**src/rtl/video_format_ctrl.sv**
```systemverilog
// PAL/NTSC mode controller: debounces per-field line totals, commits mode via req/ack, restarts measurement on sync loss.
// Optional LINE_RANGE_CHECK_EN adds a line-total plausibility window and a bad-field loss detector.
module video_format_ctrl #(
    parameter int LOCK_FIELDS      = 4,
    parameter int PAL_THRESH_LINES = 287,
    parameter int TIMEOUT_CYCLES   = 2_000_000,
    parameter int MEAS_RST_CYCLES  = 4
) (
    input  logic       clk_in,
    input  logic       rst,
    input  logic       field_strobe,
    input  logic [8:0] field_lines,
    input  logic       mode_change_ack,
    output logic       mode_valid,
    output logic       mode_pal,
    output logic       mode_change_req,
    output logic       req_mode_pal,
    output logic       meas_rst,
    output logic       signal_lost,
    output logic [2:0] state_dbg
);
    localparam int WD_W = $clog2(TIMEOUT_CYCLES + 1);
    localparam int MR_W = $clog2(MEAS_RST_CYCLES + 1);
    localparam logic [WD_W-1:0] WD_MAX  = WD_W'(TIMEOUT_CYCLES);
    localparam logic [MR_W-1:0] MR_INIT = MR_W'(MEAS_RST_CYCLES - 1);
    localparam logic [8:0]      PAL_TH  = 9'(PAL_THRESH_LINES);
    localparam logic [3:0]      LOCK_N  = 4'(LOCK_FIELDS);

    typedef enum logic [2:0] {
        ST_SEARCH  = 3'd0,
        ST_ACQUIRE = 3'd1,
        ST_REQ     = 3'd2,
        ST_LOCKED  = 3'd3,
        ST_CHANGE  = 3'd4
    } state_t;

    state_t          r_state;
    logic            r_cand;
    logic            r_cand_vld;
    logic [3:0]      r_match;
    logic [WD_W-1:0] r_wd;
    logic [MR_W-1:0] r_mr_cnt;
    logic            r_meas_rst;
    logic            r_valid;
    logic            r_mode_pal;
    logic            r_req;
    logic            r_req_pal;
    logic            r_lost;

    logic            w_strobe_acc;
    logic            w_cls;
    logic            w_plaus;
    logic            w_timeout;
    logic            w_bad_loss;
    logic            w_loss;
    logic [3:0]      w_match_inc;
    logic            w_lock_done;

    // Strobes arriving while the line counter is held in reset carry no valid total.
    assign w_strobe_acc = field_strobe & ~r_meas_rst;
    assign w_cls        = (field_lines > PAL_TH);
    assign w_timeout    = (r_wd == WD_MAX) & ~field_strobe;
    assign w_match_inc  = (r_match == LOCK_N) ? r_match : r_match + 4'd1;
    assign w_lock_done  = (w_match_inc == LOCK_N);
    assign w_loss       = w_timeout | w_bad_loss;

`ifdef LINE_RANGE_CHECK_EN
    logic [3:0] r_bad_cnt;

    assign w_plaus    = ((field_lines >= 9'd253) && (field_lines <= 9'd272)) ||
                        ((field_lines >= 9'd303) && (field_lines <= 9'd322));
    assign w_bad_loss = w_strobe_acc & ~w_plaus & (r_state == ST_LOCKED) & (r_bad_cnt == 4'd7);

    always_ff @(posedge clk_in or posedge rst) begin
        if (rst) begin
            r_bad_cnt <= 4'd0;
        end else if (w_loss || (r_state != ST_LOCKED)) begin
            r_bad_cnt <= 4'd0;
        end else if (w_strobe_acc) begin
            if (w_plaus)                r_bad_cnt <= 4'd0;
            else if (r_bad_cnt != 4'hF) r_bad_cnt <= r_bad_cnt + 4'd1;
        end
    end
`else
    assign w_plaus    = 1'b1;
    assign w_bad_loss = 1'b0;
`endif

    // NOTE: sequential state uses non-blocking (<=) so every register samples pre-edge values.
    always_ff @(posedge clk_in or posedge rst) begin
        if (rst) begin
            r_wd       <= '0;
            r_mr_cnt   <= '0;
            r_meas_rst <= 1'b0;
        end else begin
            if (field_strobe || w_timeout) r_wd <= '0;
            else if (r_wd != WD_MAX)       r_wd <= r_wd + 1'b1;

            if (w_loss) begin
                r_meas_rst <= 1'b1;
                r_mr_cnt   <= MR_INIT;
            end else if (r_mr_cnt != '0) begin
                r_mr_cnt   <= r_mr_cnt - 1'b1;
            end else begin
                r_meas_rst <= 1'b0;
            end
        end
    end

    always_ff @(posedge clk_in or posedge rst) begin
        if (rst) begin
            r_state    <= ST_SEARCH;
            r_cand     <= 1'b0;
            r_cand_vld <= 1'b0;
            r_match    <= 4'd0;
            r_valid    <= 1'b0;
            r_mode_pal <= 1'b0;
            r_req      <= 1'b0;
            r_req_pal  <= 1'b0;
            r_lost     <= 1'b0;
        end else if (w_loss) begin
            r_state    <= ST_SEARCH;
            r_cand_vld <= 1'b0;
            r_match    <= 4'd0;
            r_valid    <= 1'b0;
            r_req      <= 1'b0;
            r_lost     <= 1'b1;
        end else begin
            if (w_strobe_acc) r_lost <= 1'b0;
            case (r_state)
                ST_SEARCH: begin
                    if (w_strobe_acc && w_plaus) begin
                        r_cand     <= w_cls;
                        r_cand_vld <= 1'b1;
                        r_match    <= 4'd1;
                        r_state    <= ST_ACQUIRE;
                    end
                end
                ST_ACQUIRE: begin
                    if (w_strobe_acc) begin
                        if (!w_plaus) begin
                            r_match    <= 4'd0;
                            r_cand_vld <= 1'b0;
                        end else if (r_cand_vld && (w_cls == r_cand)) begin
                            r_match <= w_match_inc;
                            if (w_lock_done) begin
                                r_state   <= ST_REQ;
                                r_req     <= 1'b1;
                                r_req_pal <= r_cand;
                            end
                        end else begin
                            r_cand     <= w_cls;
                            r_cand_vld <= 1'b1;
                            r_match    <= 4'd1;
                        end
                    end
                end
                ST_REQ: begin
                    if (mode_change_ack) begin
                        r_mode_pal <= r_req_pal;
                        r_valid    <= 1'b1;
                        r_req      <= 1'b0;
                        r_state    <= ST_LOCKED;
                    end
                end
                ST_LOCKED: begin
                    if (w_strobe_acc && w_plaus && (w_cls != r_mode_pal)) begin
                        r_cand     <= w_cls;
                        r_cand_vld <= 1'b1;
                        r_match    <= 4'd1;
                        r_state    <= ST_CHANGE;
                    end
                end
                ST_CHANGE: begin
                    if (w_strobe_acc) begin
                        if (!w_plaus) begin
                            r_match    <= 4'd0;
                            r_cand_vld <= 1'b0;
                        end else if (w_cls == r_mode_pal) begin
                            r_state <= ST_LOCKED;
                        end else if (r_cand_vld) begin
                            r_match <= w_match_inc;
                            if (w_lock_done) begin
                                r_state   <= ST_REQ;
                                r_req     <= 1'b1;
                                r_req_pal <= r_cand;
                            end
                        end else begin
                            r_cand     <= w_cls;
                            r_cand_vld <= 1'b1;
                            r_match    <= 4'd1;
                        end
                    end
                end
                default: r_state <= ST_SEARCH;
            endcase
        end
    end

    assign mode_valid      = r_valid;
    assign mode_pal        = r_mode_pal;
    assign mode_change_req = r_req;
    assign req_mode_pal    = r_req_pal;
    assign meas_rst        = r_meas_rst;
    assign signal_lost     = r_lost;
    assign state_dbg       = r_state;

endmodule
```
**config.mk**
```make
export PLATFORM = sky130hd
export DESIGN_NAME = video_format_ctrl
export DESIGN_NICKNAME = d
export VERILOG_FILES = /design/src/rtl/video_format_ctrl.sv
export SDC_FILE = /design/constraint.sdc
export NUM_CORES = 1
export LEC_CHECK = 0
export ABC_AREA = 1
export BUFFER_PORTS_ARGS = -buffer_cell sky130_fd_sc_hd__buf_2
export CAP_MARGIN = 20
export CORE_MARGIN = 3
export CORE_UTILIZATION = 40
export CTS_CLUSTER_DIAMETER = 150
export CTS_CLUSTER_SIZE = 28
export DETAILED_ROUTE_END_ITERATION = 12
export PLACE_DENSITY = 0.67
export SYNTH_ARGS = -nofsm -noshare
export SYNTH_HDL_FRONTEND = slang
export SYNTH_SLANG_ARGS = --single-unit
```
**constraint.sdc**
```tcl
create_clock -name clk_in -period 2.7 [get_ports clk_in]
set_input_delay 0.135 -clock clk_in [delete_from_list [all_inputs] [get_ports clk_in]]
set_output_delay 0.135 -clock clk_in [all_outputs]
set_load 0.005 [all_outputs]
```
# Yosys cells after proc, flatten, opt, wreduce, memory -nomap -nowiden
# Index checks and enable logic that the tools add are counted.
[classes]
n_reduce_logical = 22
order_cmp = 1
bitwise_logic = 5
n_eq_ne = 31
addsub = 3
muxes = 64
[op_table]
columns = ["op", "n"]
rows = [
  ["$mux W21", 2],
  ["$mux W3", 12],
  ["$mux W4", 9],
  ["$mux W1", 35],
  ["$reduce_and A7 Y1", 4],
  ["$ne A3 B3 Y1 const B", 9],
  ["$add A21 B1 Y21 const B", 1],
  ["$eq A21 B21 Y1 const B", 1],
  ["$ne A21 B21 Y1 const B", 1],
  ["$ne A2 B2 Y1 const B", 10],
  ["$pmux W4 S4", 1],
  ["$pmux W3 S5", 1],
  ["$reduce_bool A2 Y1", 6],
  ["$gt A9 B9 Y1 const B", 1],
  ["$reduce_and A9 Y1", 1],
  ["$eq A4 B3 Y1 const B", 2],
  ["$pmux W1 S4", 2],
  ["$reduce_bool A4 Y1", 2],
  ["$eq A3 B2 Y1 const B", 2],
  ["$reduce_and A6 Y1", 1],
  ["$reduce_bool A5 Y1", 1],
  ["$add A4 B1 Y4 const B", 1],
  ["$ne A4 B4 Y1 const B", 1],
  ["$eq A3 B1 Y1 const B", 1],
  ["other kinds (14)", 19],
]
[word_totals]
out_inout_bits = 9
word_cells = 138
regBits = 39

# Depth between registers and ports, before layout
# Gate-level depths: netlist of the first run.
[depth]
word_depth = 9
depth_mapped = 13
depth_no_buf = 13

# Least setup slack after synthesis of the first run
# No wires, ideal clock.
[synth_path]
path_kind = "register to register"
startpoint = "register r_wd[0]"
endpoint = "register r_state[1] (netlist: state_dbg[1])"
t_arrival_ps = 1486
n_path_buf = 0
slack_ps = 1098
required_time_ps = 2584
setup_time_ps = 116
stages_incl_launch_ff = 12
path_cell_list = "dfrtp_1 inv_1 ha_1 nand3_2 nor2_4 nand3_2 nor2_4 nor2_2 nor2_4 nand2_2 nand2_1 nand2_1"
[synth_via]
elab_chain_len = 4
[synth_rtl]
columns = ["element", "line_no", "source"]
rows = [
  ["start: declaration", "41", "logic [WD_W-1:0] r_wd;"],
  ["start signal: assignment", "97", "else if (r_wd != WD_MAX) r_wd <= r_wd + 1'b1;"],
  ["$eq A21 B21 Y1 (*)", "62", "assign w_timeout = (r_wd == WD_MAX) & ~field_strobe;"],
  ["$and A1 B1 Y1 (*)", "62", ""],
  ["$ne A4 B4 Y1 (no source line) / $ne A3 B3 Y1 (equally long branches)", "--", ""],
  ["$reduce_and A7 Y1 (no source line)", "--", ""],
  ["end signal: assignment", "112", "r_state <= ST_SEARCH;"],
  ["end signal: assignment", "122", "r_state <= ST_SEARCH;"],
  ["end signal: assignment", "136", "r_state <= ST_ACQUIRE;"],
  ["end: declaration", "37", "state_t r_state;"],
]
# Mark *: on every way between the ends. The rest lies on a longest branch, timed or not.
# A chain may end at the register's enable or synchronous reset.

# Worst setup path in the final report of the first run
[layout_path]
startpoint = "register r_wd[0]"
endpoint = "register r_wd[3]"
[layout_via]
elab_chain_len = 4
[layout_rtl]
columns = ["element"]
rows = [
  ["branches (longest 4 deep; another with $add A21 B1 Y21)"],
]
# Several ways; the timed one is not identified. The select of a mux whose other input is x is not followed.

==> results of run 1 <==
layer usage:
metal | global-route usage | up-vias | wire length, um
met2 | 0.273 | 61 | 2740
li1 | - | 1237 | -
met4 | 0.0467 | 0 | 107
met5 | 0 | - | 0
met3 | 0.0360 | 10 | 291
met1 | 0.242 | 1114 | 2860
worst min path at each step:
| stage | startpoint | to | slack [ps] | cells past startpoint |
|---|---|---|---|---|
| 2_1_floorplan | mode_change_ack | mode_valid$_DFFE_PP0P_ | 320 | 2 |
| 5_1_grt | rst | signal_lost$_DFFE_PP0P_ | 120 | 2 |
| 6_report | rst | signal_lost$_DFFE_PP0P_ | 20 | 2 |
| 3_3_place_gp | rst | r_wd[0]$_DFFE_PP0P_ | 360 | 2 |
| 3_5_place_dp | rst | r_wd[0]$_DFFE_PP0P_ | 370 | 2 |
| 4_1_cts | rst | signal_lost$_DFFE_PP0P_ | 60 | 2 |
cell usage in the layout, fill, tap and decap left out, drive strengths merged:
cell type   n
a31oi       2
clkbuf      8
nand3b      4
dfrtp      39
clkinv      1
inv        52
xor2        5
nor3        8
ha          6
nand4      14
o21a        3
o22ai       1
o21ai      19
nor3b       1
a21oi      10
xnor2       4
a22oi       1
buf        19
nor4        6
nand2      87
nor2       67
nand3      34
kinds of logic after synthesis:
family                     after synthesis  share of synthesized area
and+or+nand+nor                        221                      0.418
xor gates and xnor gates                 9                     0.0300
AOI/OAI and AO/OA                       36                     0.0739
adders and majority gates                6                     0.0286
DFF                                     39                      0.372
buffers and inverters                   54                     0.0777
report_power, final:
group	internal, mW	switching (mW)
Combinational	0.370	0.648
Clock	0.233	0.201
Sequential	0.684	0.0965
Total	1.29	0.945
flip-flops by register name (all words and copies together), names as in the netlist, 3 cells and up:
register,cells
r_wd,21
r_match,4
state_dbg,3
r_mr_cnt,3
worst max-delay path: stages (launching register included):
cell	delay (ps)
dfrtp_1	430
inv_1	140
ha_1	200
nand3_2	120
nor2_4	140
nand3_2	110
nand2_1	310
inv_1	220
o21ai_1	130
a21oi_1	60
layout make-up:
| type | instances | area [sq um] |
|---|---|---|
| fillers | 623 | 3210 |
| multi-input cells | 272 | 1450 |
| flip-flops and latches | 39 | 976 |
| inverters | 53 | 199 |
| repair buffers | 19 | 103 |
| clock buffers | 8 | 100 |
| well taps | 75 | 93.8 |
through the flow:
stage,worst slack [ps],hold WS (ps),cells
2_1_floorplan,1100,320,365
3_3_place_gp,790,357,458
3_5_place_dp,745,374,458
4_1_cts,736,61.2,466
5_1_grt,565,115,466
6_report,736,24.3,466
==> results.toml, run 1 <==
[outcome]
status = "complete, no violations"

[critical_path]
arrival_ps = 2140
critPathKind = "flop to flop"
startpoint = "r_wd[0]$_DFFE_PP0P_"
cp_max_fo = 10
end_kind = "flop"
r2r-end = "r_wd[3]$_DFFE_PP0P_"
start_kind = "flop"
r2r.worst_path.cells = 9
reg2reg_setup_slack_ps = 740
crit_end = "r_wd[3]$_DFFE_PP0P_"
cp.required_ps = 2880
rr_startpoint = "r_wd[0]$_DFFE_PP0P_"

[route]
antenna_left = 0
dr.pass1.iters = 4
vias = 2422
post_drt_wl_per_cell_um = 12.9
finalWirelength_mm = 6.00
drcViolationCount = 0
via_per_inst = 5.20
drt_iter0_drc = 152

[sta]
slew_violations = 0
relSlewSlack = 0.408
finalCriticalPeriod_ps = 1960
timing.final.crit_share = 0.727
hold_viol = 0
skew_ps = 9.15
worst_slew_pin_slew_ps = 887
grt_setup_unrepaired = "false"
setup_tns_ps = 0
max_freq_mhz = 509
setup_viol = 0

[placement]
gp_congestion = 0.957
dp_hpwl_mm = 4.81
io_buffers = 16
placed_area_sq_um = 2820

[global_route]
grt_max_degree = 24
grt_pass1_vias = 2305
antenna_found_initial = 0
grt_usage = 0.173
overflow = 0
grt_pass1_wl_mm = 10.6

[finish]
antenna_cells = 0
area_delta_synth_final_pct = 11.1
final_cell_area_sq_um = 2920
drive_gt1_frac = 0.166
final_nets = 409
final_util = 0.476

[die]
fp.dieH_um = 87.0
die_area_sq_um = 7570
core_sq_um = 6130
boundaryPins = 22
die_w_um = 87.0
start_util = 0.428
rows = 28

[clock_network]
hold_buffers = 0
post_cts.repair.setup_buffers = 0
clockRootBuffer = "clkbuf_8"
cts_tree = "done"
ctsResizeCount = 0
numCtsBuffers = 5
clock_sinks = 39
cts_max_path_buffers = 2
clkSlewWorstSetupHoldPaths_ps = 80
cts.htree.levels = 2
clk_latency_ps = 290

[pwr]
totalPowerFinal_mw = 2.23
p_leak_nw = 1.38
max-vdd-ir-drop_mv = 0.357
p_per_area_nw_per_um2 = 766

[logic_synthesis]
synth.top_cell.area_share = 0.372
ys_ff_latch = 39
synthMostInstantiatedCell = "nand2_1"
synth_commonest_cells = "nand2_1, nor2_1, inv_1"
synth_top_flop_cell = "dfrtp_1"
synth_area_sq_um = 2630
synth_area_per_cell_sq_um = 7.19
async_flop_share = 1.00
synth_nets = 384
synth_edf_count = 0
yosys.area.top_type = "dfrtp_1"
synth_cells = 365
netlist_top_cells_area = "dfrtp_1, nand2_1, nor2_1"
yosysUniqueCellTypes = 31
yosysSeqAreaShare = 0.372
synth_warnings = 0

[min_path]
hold_class = "input pin to asynchronous set/reset pin"

[run]
drv_cap = 0
Power figures use the tool's default switching activity.
==> run 2: changes to the inputs <==
Settings changed: ABC_AREA 1 to 0, PLACE_DENSITY 0.67 to 0.68.
Clock period 2.7 ns to 1.95 ns, I/O delays scaled along.
==> run 2 against run 1 <==
Effect of this change: the run now ends with negative setup slack left; die area decreased by 11%; worst hold slack better by 100 ps; maximum frequency fell by 1.4%; combinational power rose by 27%; critical endpoint is now mode_pal$_DFFE_PP0P_; utilization increased by 6.2 points; flip-flop and latch count did not move; clock skew fell by 4.2 ps; routed wire length fell by 13%.
==> results.toml, run 2 <==
[global_route]
grt_pass1_wl_mm = 9.00
grt_usage = 0.174
overflow = 0
grt_max_degree = 40
grt_pass1_vias = 2004
antenna_found_initial = 0

[clock_network]
clk_latency_ps = 300
cts.htree.levels = 2
clkSlewWorstSetupHoldPaths_ps = 80
clock_sinks = 39
cts_tree = "done"
cts_max_path_buffers = 2
clockRootBuffer = "clkbuf_8"
numCtsBuffers = 5

[logic_synthesis]
synth_adder_area_share = 0.0324
ys_ff_latch = 39
synth_commonest_cells = "dfrtp_1, nor2_1, nand2_1"
async_flop_share = 1.00
netlist_top_cells_area = "dfrtp_1, nor2_1, xor2_1"
synthMuxAreaShare = 0.0184
yosysSeqAreaShare = 0.421
synth_nets = 271
synth_warnings = 0
yosys.area.top_type = "dfrtp_1"
synth_compound_area_frac = 0.117
synth_edf_count = 0
yosys.area_share.simple = 0.282
synth_top_flop_cell = "dfrtp_1"
synth_xor_area_frac = 0.0907
synth_area_per_cell_sq_um = 9.20
synth_cells = 252
yosysUniqueCellTypes = 52
synth.top_cell.area_share = 0.421
synth_area_sq_um = 2320
synth_top_family_by_area = "simple AND/OR/NAND/NOR gates"

[finish]
largest_register = "r_wd"
largest_reg_flops = 21
reg_top3 = "r_wd: 21 flops, r_match: 4 flops"
final_nets = 326
area_delta_synth_final_pct = 28.7
drive_gt1_frac = 0.305
antenna_cells = 0
final_cell_mix = "nor2_1, dfrtp_1, buf_4"

[sta]
max_freq_mhz = 502
finalCriticalPeriod_ps = 1990
setup_viol = 4
grt_setup_unrepaired = "true"
skew_ps = 5.00
hold_ws_ps = 127
setup_tns_ps = -84.1
slew_violations = 0
timing.final.crit_share = 1.02
worst_slew_pin_slew_ps = 509
hold_viol = 0
relSlewSlack = 0.661
fin_ws_ps = -41.1

[die]
rows = 27
fp.dieH_um = 82.1
boundaryPins = 22
die_w_um = 82.1
start_util = 0.418
core_sq_um = 5540
die_area_sq_um = 6740

[route]
post_drt_wl_per_cell_um = 13.8
via_per_inst = 5.26
drcViolationCount = 0
antenna_left = 0
finalWirelength_mm = 5.23
dr.pass1.iters = 4
vias = 1997
drt_iter0_drc = 77

[critical_path]
startpoint = "r_wd[0]$_DFFE_PP0P_"
cp_num_cells = 7
cp.required_ps = 2140
r2r.worst_path.cells = 7
crit_end = "mode_pal$_DFFE_PP0P_"
crit_path_max_incr_delay_ps = 480
arrival_ps = 2180
r2r-end = "mode_pal$_DFFE_PP0P_"
cp_max_fo = 3
end_kind = "flop"
cp_cell_sequence = "inv_2 -> ha_2 -> or4b_4 -> nor4_4 -> nand4b_4 -> nand2_2 -> mux2_4"
cp_slowest_cell = "or4b_4"
reg2reg_setup_slack_ps = -40
start_kind = "flop"
critPathKind = "flop to flop"
critPathTopFamily = "simple AND/OR/NAND/NOR gates"
rr_startpoint = "r_wd[0]$_DFFE_PP0P_"
path_buf_inv = 1

[min_path]
hold_path_depth = 3
hold_class = "input pin to flop"

[placement]
dp_hpwl_mm = 3.67
io_buffers = 16
gp_congestion = 0.881

[run]
drv_cap = 0

[pwr]
max-vdd-ir-drop_mv = 0.434
p_leak_nw = 1.38
totalPowerFinal_mw = 3.21
p_per_area_nw_per_um2 = 1080

[outcome]
status = "finished with violations"
violations = "negative setup slack"
==> run 2: cell families (layout without fill, tap and decap cells) <==
group / after synthesis / count (layout)
AOI/OAI and AO/OA: 38 / 38
adders and majority gates: 6 / 6
and+or+nand+nor: 119 / 119
DFF: 39 / 39
muxes: 4 / 4
xor gates and xnor gates: 24 / 24
buffers and inverters: 22 / 78
==> run 2: stage by stage <==
stage          cell area (sq um)  utilization  std cells  setup slack, ps
6_report                    2980        0.538        380            -41.1
5_1_grt                     2980        0.538        380             -172
4_1_cts                     2910        0.526        377            -34.5
3_5_place_dp                2690        0.486        363             -137
3_3_place_gp                2690        0.486        363            -75.1
2_1_floorplan               2320            -        252             -127
==> run 2: report_power, final <==
group | internal [mW] | switching [mW]
Combinational | 0.624 | 0.671
Sequential | 0.946 | 0.154
Clock | 0.512 | 0.301
Total | 2.08 | 1.13
==> run 2: what timing repair did <==
action                                  in CTS  in global routing
hold buffers                                 1                  0
buffers inserted                             5                  3
endpoints found under the setup margin       9                 15
pin swaps                                    1                  4
resized for setup                            9                 17
endpoints found under the hold margin       39                  0
==> run 2: tightest hold or removal path, cell delays in order <==
cell and delay [ps]:
buf_2 110, o31ai_4 90, mux2i_1 80
==> run 2: per-layer routing <==
metal | routed length, um | vias up | GRT usage | share of wire
li1 | - | 979 | - | -
met4 | 104 | 0 | 0.0648 | 0.020
met1 | 2320 | 951 | 0.210 | 0.44
met5 | 0 | - | 0 | 0
met3 | 185 | 16 | 0.0369 | 0.035
met2 | 2620 | 51 | 0.304 | 0.50
==> run 2: worst min-delay path by stage <==
| stage | startpoint | end | slack [ps] |
|---|---|---|---|
| 5_1_grt | field_lines[8] | r_cand$_DFFE_PP0P_ | 140 |
| 6_report | field_lines[8] | r_cand$_DFFE_PP0P_ | 130 |
| 3_5_place_dp | rst | r_match[1]$_DFFE_PP0P_ | 250 |
| 4_1_cts | field_lines[8] | r_cand$_DFFE_PP0P_ | 130 |
| 2_1_floorplan | field_lines[8] | r_cand$_DFFE_PP0P_ | 270 |
| 3_3_place_gp | rst | r_match[1]$_DFFE_PP0P_ | 250 |
==> run 2: area by class of cell <==
type                       instances  area [sq um]
timing repair buffer              55           383
clock inverter                     2          60.1
inverter                          15          56.3
fill                             511          2560
sequential                        39           976
multi-input combinational        191          1340
clock buffer                       6          72.6
tap                               72          90.1
